<file path="config.mk">
export PLATFORM = sky130hd
export DESIGN_NAME = rdcost_mode_select
export DESIGN_NICKNAME = d
export VERILOG_FILES = /design/src/rtl/rdcost_mode_select.sv
export SDC_FILE = /design/constraint.sdc
export NUM_CORES = 1
export LEC_CHECK = 0
export BUFFER_PORTS_ARGS = -buffer_cell sky130_fd_sc_hd__buf_4
export CORE_UTILIZATION = 45
export DETAILED_ROUTE_END_ITERATION = 10
export PLACE_DENSITY = 0.78
export SETUP_SLACK_MARGIN = 0.3
export SYNTH_ARGS = -nofsm -noshare
export SYNTH_HDL_FRONTEND = slang
export SYNTH_SLANG_ARGS = --single-unit
</file>
<file path="constraint.sdc">
create_clock -name clk -period 2.6 [get_ports clk]
set_input_delay 0.52 -clock clk [delete_from_list [all_inputs] [get_ports clk]]
set_output_delay 0.52 -clock clk [all_outputs]
set_load 0.01 [all_outputs]
</file>
<file path="src/rtl/rdcost_mode_select.sv">
// -----------------------------------------------------------------------------
// rdcost_mode_select
//   RD-cost mode decision for the affine motion-estimation path. A decision
//   starts with start_load, which latches the baseline (regular/HEVC) cost.
//   NUM_CAND candidate costs then stream in on rdcost_done pulses while a
//   running minimum is kept. After the last candidate the winner is published
//   as a one-hot mode, a binary index and its cost. Between candidates
//   next_start launches the next candidate engine.
//
// Ports
//   clk          clock, rising-edge
//   rst_n        asynchronous active-low reset
//   start_load   pulse: begin a new decision and sample ref_cost
//   ref_cost     baseline cost, valid with start_load
//   rdcost_done  pulse: rdcost holds the next candidate cost
//   rdcost       candidate cost
//   next_start   pulse: launch the next candidate engine
//   busy         high while candidates are being collected
//   done         one-cycle pulse: decision complete
//   result_valid level: cost_min/mode/best_idx hold a valid decision
//   cost_min     winning cost
//   mode         one-hot winner, bit NUM_CAND = baseline
//   best_idx     binary winner index, NUM_CAND = baseline
//   err_extra    pulse: rdcost_done seen while not collecting
// -----------------------------------------------------------------------------
module rdcost_mode_select #(
    parameter int COST_W   = 21,
    parameter int NUM_CAND = 2,
    parameter int IDX_W    = $clog2(NUM_CAND + 1)
) (
    input  logic              clk,
    input  logic              rst_n,
    input  logic              start_load,
    input  logic [COST_W-1:0] ref_cost,
    input  logic              rdcost_done,
    input  logic [COST_W-1:0] rdcost,
    output logic              next_start,
    output logic              busy,
    output logic              done,
    output logic              result_valid,
    output logic [COST_W-1:0] cost_min,
    output logic [NUM_CAND:0] mode,
    output logic [IDX_W-1:0]  best_idx,
    output logic              err_extra
);

    localparam int MODE_W = NUM_CAND + 1;
    localparam logic [IDX_W-1:0] LAST_IDX = IDX_W'(NUM_CAND - 1);
    localparam logic [IDX_W-1:0] REF_IDX  = IDX_W'(NUM_CAND);

    typedef enum logic {
        IDLE,
        COLLECT
    } state_t;

    // A candidate displaces the baseline on a tie, but never displaces an
    // earlier candidate with an equal cost (lower index keeps the win).
    function automatic logic cand_wins(input logic [COST_W-1:0] cand,
                                       input logic [COST_W-1:0] best,
                                       input logic              best_is_ref);
        return (cand < best) || ((cand == best) && best_is_ref);
    endfunction

    state_t            state_q, state_d;
    logic [IDX_W-1:0]  count_q, count_d;
    logic [COST_W-1:0] best_q, best_d;
    logic [IDX_W-1:0]  best_run_idx_q, best_run_idx_d;
    logic              best_is_ref_q, best_is_ref_d;
    logic              next_start_q, next_start_d;
    logic              done_q, done_d;
    logic              result_valid_q, result_valid_d;
    logic [COST_W-1:0] cost_min_q, cost_min_d;
    logic [NUM_CAND:0] mode_q, mode_d;
    logic [IDX_W-1:0]  best_idx_q, best_idx_d;
    logic              err_extra_q, err_extra_d;

    logic              take;
    logic [COST_W-1:0] win_cost;
    logic [IDX_W-1:0]  win_idx;

    always_comb begin
        take     = cand_wins(rdcost, best_q, best_is_ref_q);
        win_cost = take ? rdcost : best_q;
        win_idx  = take ? count_q : best_run_idx_q;

        state_d        = state_q;
        count_d        = count_q;
        best_d         = best_q;
        best_run_idx_d = best_run_idx_q;
        best_is_ref_d  = best_is_ref_q;
        next_start_d   = 1'b0;
        done_d         = 1'b0;
        err_extra_d    = 1'b0;
        result_valid_d = result_valid_q;
        cost_min_d     = cost_min_q;
        mode_d         = mode_q;
        best_idx_d     = best_idx_q;

        // start_load has priority: a coincident candidate is dropped silently.
        if (start_load) begin
            state_d        = COLLECT;
            count_d        = '0;
            best_d         = ref_cost;
            best_run_idx_d = REF_IDX;
            best_is_ref_d  = 1'b1;
            result_valid_d = 1'b0;
        end else if (rdcost_done) begin
            if (state_q == COLLECT) begin
                best_d         = win_cost;
                best_run_idx_d = win_idx;
                best_is_ref_d  = best_is_ref_q && !take;
                if (count_q == LAST_IDX) begin
                    state_d        = IDLE;
                    count_d        = '0;
                    done_d         = 1'b1;
                    result_valid_d = 1'b1;
                    cost_min_d     = win_cost;
                    best_idx_d     = win_idx;
                    mode_d         = MODE_W'(1) << win_idx;
                end else begin
                    count_d      = count_q + IDX_W'(1);
                    next_start_d = 1'b1;
                end
            end else begin
                err_extra_d = 1'b1;
            end
        end
    end

    always_ff @(posedge clk or negedge rst_n) begin
        if (!rst_n) begin
            state_q        <= IDLE;
            count_q        <= '0;
            best_q         <= '0;
            best_run_idx_q <= '0;
            best_is_ref_q  <= 1'b0;
            next_start_q   <= 1'b0;
            done_q         <= 1'b0;
            result_valid_q <= 1'b0;
            cost_min_q     <= '0;
            mode_q         <= '0;
            best_idx_q     <= '0;
            err_extra_q    <= 1'b0;
        end else begin
            state_q        <= state_d;
            count_q        <= count_d;
            best_q         <= best_d;
            best_run_idx_q <= best_run_idx_d;
            best_is_ref_q  <= best_is_ref_d;
            next_start_q   <= next_start_d;
            done_q         <= done_d;
            result_valid_q <= result_valid_d;
            cost_min_q     <= cost_min_d;
            mode_q         <= mode_d;
            best_idx_q     <= best_idx_d;
            err_extra_q    <= err_extra_d;
        end
    end

    assign next_start   = next_start_q;
    assign busy         = (state_q == COLLECT);
    assign done         = done_q;
    assign result_valid = result_valid_q;
    assign cost_min     = cost_min_q;
    assign mode         = mode_q;
    assign best_idx     = best_idx_q;
    assign err_extra    = err_extra_q;

endmodule

</file>
==> reports/results.ini <==
[run_status]
status = finished clean

[clock_network]
cts_max_level = 3
cts-root-buf = clkbuf_8
cts.clk_slew.worst_paths_ns = 0.07
cts-buffers-inserted = 9
ctsHoldBuffers = 0
cts_tree = done
clk_latency_ns = 0.35
cts_buffer_depth = 2
cts.sinks = 57

[setup_path]
cpLargestDelayFamily = simple AND/OR/NAND/NOR gates
arrival_ns = 2.53
cp_slowest_cell = dfrtp_1
worst-path-buf-inv = 1
critPathRequiredTime_ns = 2.83
max_stage_delay_ns = 0.39
crit_type = flip-flop to flip-flop
worst_setup_path_start_kind = flip-flop
crit_chain = inv_1 -> ha_4 -> nand4_4 -> nor4_4 -> and4_4 -> nand3_4 -> and2_4 -> o311ai_1
critPathMaxFanout = 11
critPathCaptureType = flip-flop

[grt]
track_usage_pct = 24.6
antenna_found_initial = 0
grt_max_degree = 73
gr-total-overflow = 0
grt_pass1_vias = 3082
grt_pass1_wl_mm = 14.5

[place]
preCtsSetupSlack_ns = 0.00466
port_buffers = 76
detailed_place_hpwl_mm = 6.08
place.gp.congestion = 0.813

[yosys]
synth_top_area_share_pct = 42.6
synth_cell_type_count = 37
yosysTopAreaCell = dfrtp_1
syn-cell-area_um2 = 3350
netlist_instances = 371
ys_seq_area_share_pct = 42.6
yosys-top-cells-area = dfrtp_1, ha_1, nand4b_1
syn_area_per_cell_um2 = 9.02
ys_ff_latch = 57
yosys_warnings = 0
synth_nets = 438

[timing]
hold_slack_ns = 0.227
setup_viol = 0
slew_headroom_pct = 52.2
final.setup.tns_ns = 0
setup_ws_ns = 0.296
drv_slew = 0
clock_skew_ns = 0.00934
hold_viol = 0
rsz0062_at_grt = true
min_period_over_period_pct = 88.6
worst_pin_slew_ns = 0.718
max_freq_ghz = 0.434
fin_crit_ns = 2.30

[floorplan]
core_um2 = 7210
dieArea_um2 = 7790
die_x_um = 88.2
start_util_pct = 46.4
ios = 77
std_cell_rows = 31
dieHeight_um = 88.2

[detailed_routing]
avgRoutedWirePerCell_um = 17.2
routed.top_layer = met4
ant_nets = 0
wl_met2_mm = 4.65
drt_iter0_markers = 216
viasPerCell = 5.81
wl_met1_mm = 3.89
first_pass_iters = 5
finalWirelength_mm = 9.49
met3_length_um = 709
route.detailed.drc = 0
via_count = 3212

[power_and_ir_drop]
p_seq_share_pct = 38.8
p_clk_share_pct = 23.5
peakVddDrop_uv = 308
total_power_mw = 3.29
p_sw_share_pct = 34.6
p_sw_mw = 1.14
p_int_mw = 2.15
power.leakage_nw = 2.04
share_comb_of_total_power_pct = 37.7
powerDensity_nw_per_um2 = 735

[run]
drv_cap = 0

[final_layout]
finish.utilization_pct = 62.0
finalNetCount = 517
antenna_cells = 0
final_layout_size_suffix_gt1_share_pct = 32.2
area_growth_pct = 33.7

[hold_path]
hold_path.class = input pin to asynchronous set/reset pin

[state kept, by name, summed over array words and instances (netlist names)]
| name | flops |
|---|---|
| best_q | 21 |
| cost_min | 21 |
| mode | 3 |
| best_idx | 2 |
| best_run_idx_q | 2 |
| count_q | 2 |
| best_is_ref_q | 1 |
| busy | 1 |
| done | 1 |
| err_extra | 1 |
| next_start | 1 |
| result_valid | 1 |
[cell usage after synthesis (all sizes together)]
master and n:
a211o 1, a21o 5, a21oi 13, a22oi 1, a311oi 1, a31oi 22
and2 1, and4 2, buf 3, clkbuf 24, dfrtp 57, ha 21
inv 45, nand2 35, nand2b 1, nand3 23, nand3b 2, nand4 7
nand4b 21, nor2 29, nor2b 1, nor3 2, nor3b 1, nor4 1
o2111ai 1, o21ai 28, o311ai 21, o41ai 1, xor2 1
[cell families (layout without fill, tap and decap cells)]
logic type / Yosys count / after routing / share of synthesized area [%]
AND/OR/NAND/NOR: 126 / 128 / 21.0
adder cells (fa/ha/maj): 21 / 21 / 7.85
AO/OA/AOI/OAI: 94 / 94 / 19.9
flip-flops: 57 / 57 / 42.6
XOR/XNOR: 1 / 1 / 0.262
buffers and inverters: 72 / 153 / 8.34
[cell type report]
| class | count | area [um^2] |
|---|---|---|
| multi-input combinational | 244 | 1870 |
| clock inverter | 3 | 15.0 |
| timing repair buffer | 93 | 709 |
| tap | 99 | 124 |
| inverter | 45 | 169 |
| clock buffer | 12 | 165 |
| sequential | 57 | 1430 |
| fill | 617 | 2740 |
[path summary, 6_finish.rpt]
check / slack, ns / cells past startpoint / to / startpoint
hold reg to reg: 0.49 / 2 / best_idx[1] / best_idx[1]
hold / removal: 0.23 / 1 / best_idx[1] / rst_n
setup / recovery: 0.30 / 8 / best_q[11] / best_q[19]
max in group asynchronous: 1.89 / 1 / best_q[12] / rst_n
setup reg to reg: 0.30 / 8 / best_q[11] / best_q[19]
min in group clk: 0.40 / 3 / best_q[7] / ref_cost[7]
[per-layer routing]
metal  GRT usage, %  vias to the layer above
met4           12.3                        0
met1           31.0                     1544
met5              0                        -
met3           3.82                       25
li1               -                     1489
met2           41.2                      154
[cells in the final DEF, fill, tap and decap left out, types with 2 or more instances in the layout]
cell type / Yosys / routed
dfrtp_1: 57 / 57
nor2_1: 29 / 29
a21oi_1: 13 / 11
inv_1: 45 / 42
nand4b_1: 21 / 21
nand3b_1: 2 / 2
o21ai_0: 25 / 23
clkbuf_8: 0 / 12
buf_6: 1 / 3
o311ai_1: 10 / 10
ha_4: 0 / 12
nand4_1: 5 / 5
a21oi_2: 0 / 2
ha_1: 21 / 9
nand4_4: 0 / 2
a21o_1: 5 / 5
nor3_1: 2 / 2
nand3_1: 22 / 22
and2_4: 1 / 3
o311ai_2: 8 / 11
a31oi_1: 22 / 22
buf_4: 0 / 90
o21ai_1: 3 / 4
nand2_1: 35 / 35
clkinv_2: 0 / 3
inv_2: 0 / 3
[timing repair]
item / CTS / global route
pin swaps: 0 / 8
setup buffers: 0 / 4
setup endpoints to repair: 3 / 49
cloned: 0 / 2
gates resized for setup: 1 / 26
[power by group through the flow]
stage | registers (mW) | logic, mW | clock network [mW]
floorplan | 1.35 | 0.543 | 0
global placement | 1.28 | 1.12 | 0
detailed placement | 1.29 | 1.15 | 0
CTS | 1.27 | 1.16 | 0.778
global route | 1.30 | 1.38 | 0.804
finish | 1.28 | 1.24 | 0.772
[per-stage QoR]
stage / std cells / area [um^2]
6_report: 553 / 4470
4_1_cts: 547 / 4300
3_3_place_gp: 532 / 4120
5_1_grt: 553 / 4470
2_1_floorplan: 371 / 3440
3_5_place_dp: 532 / 4120
Power figures use the tool's default switching activity.
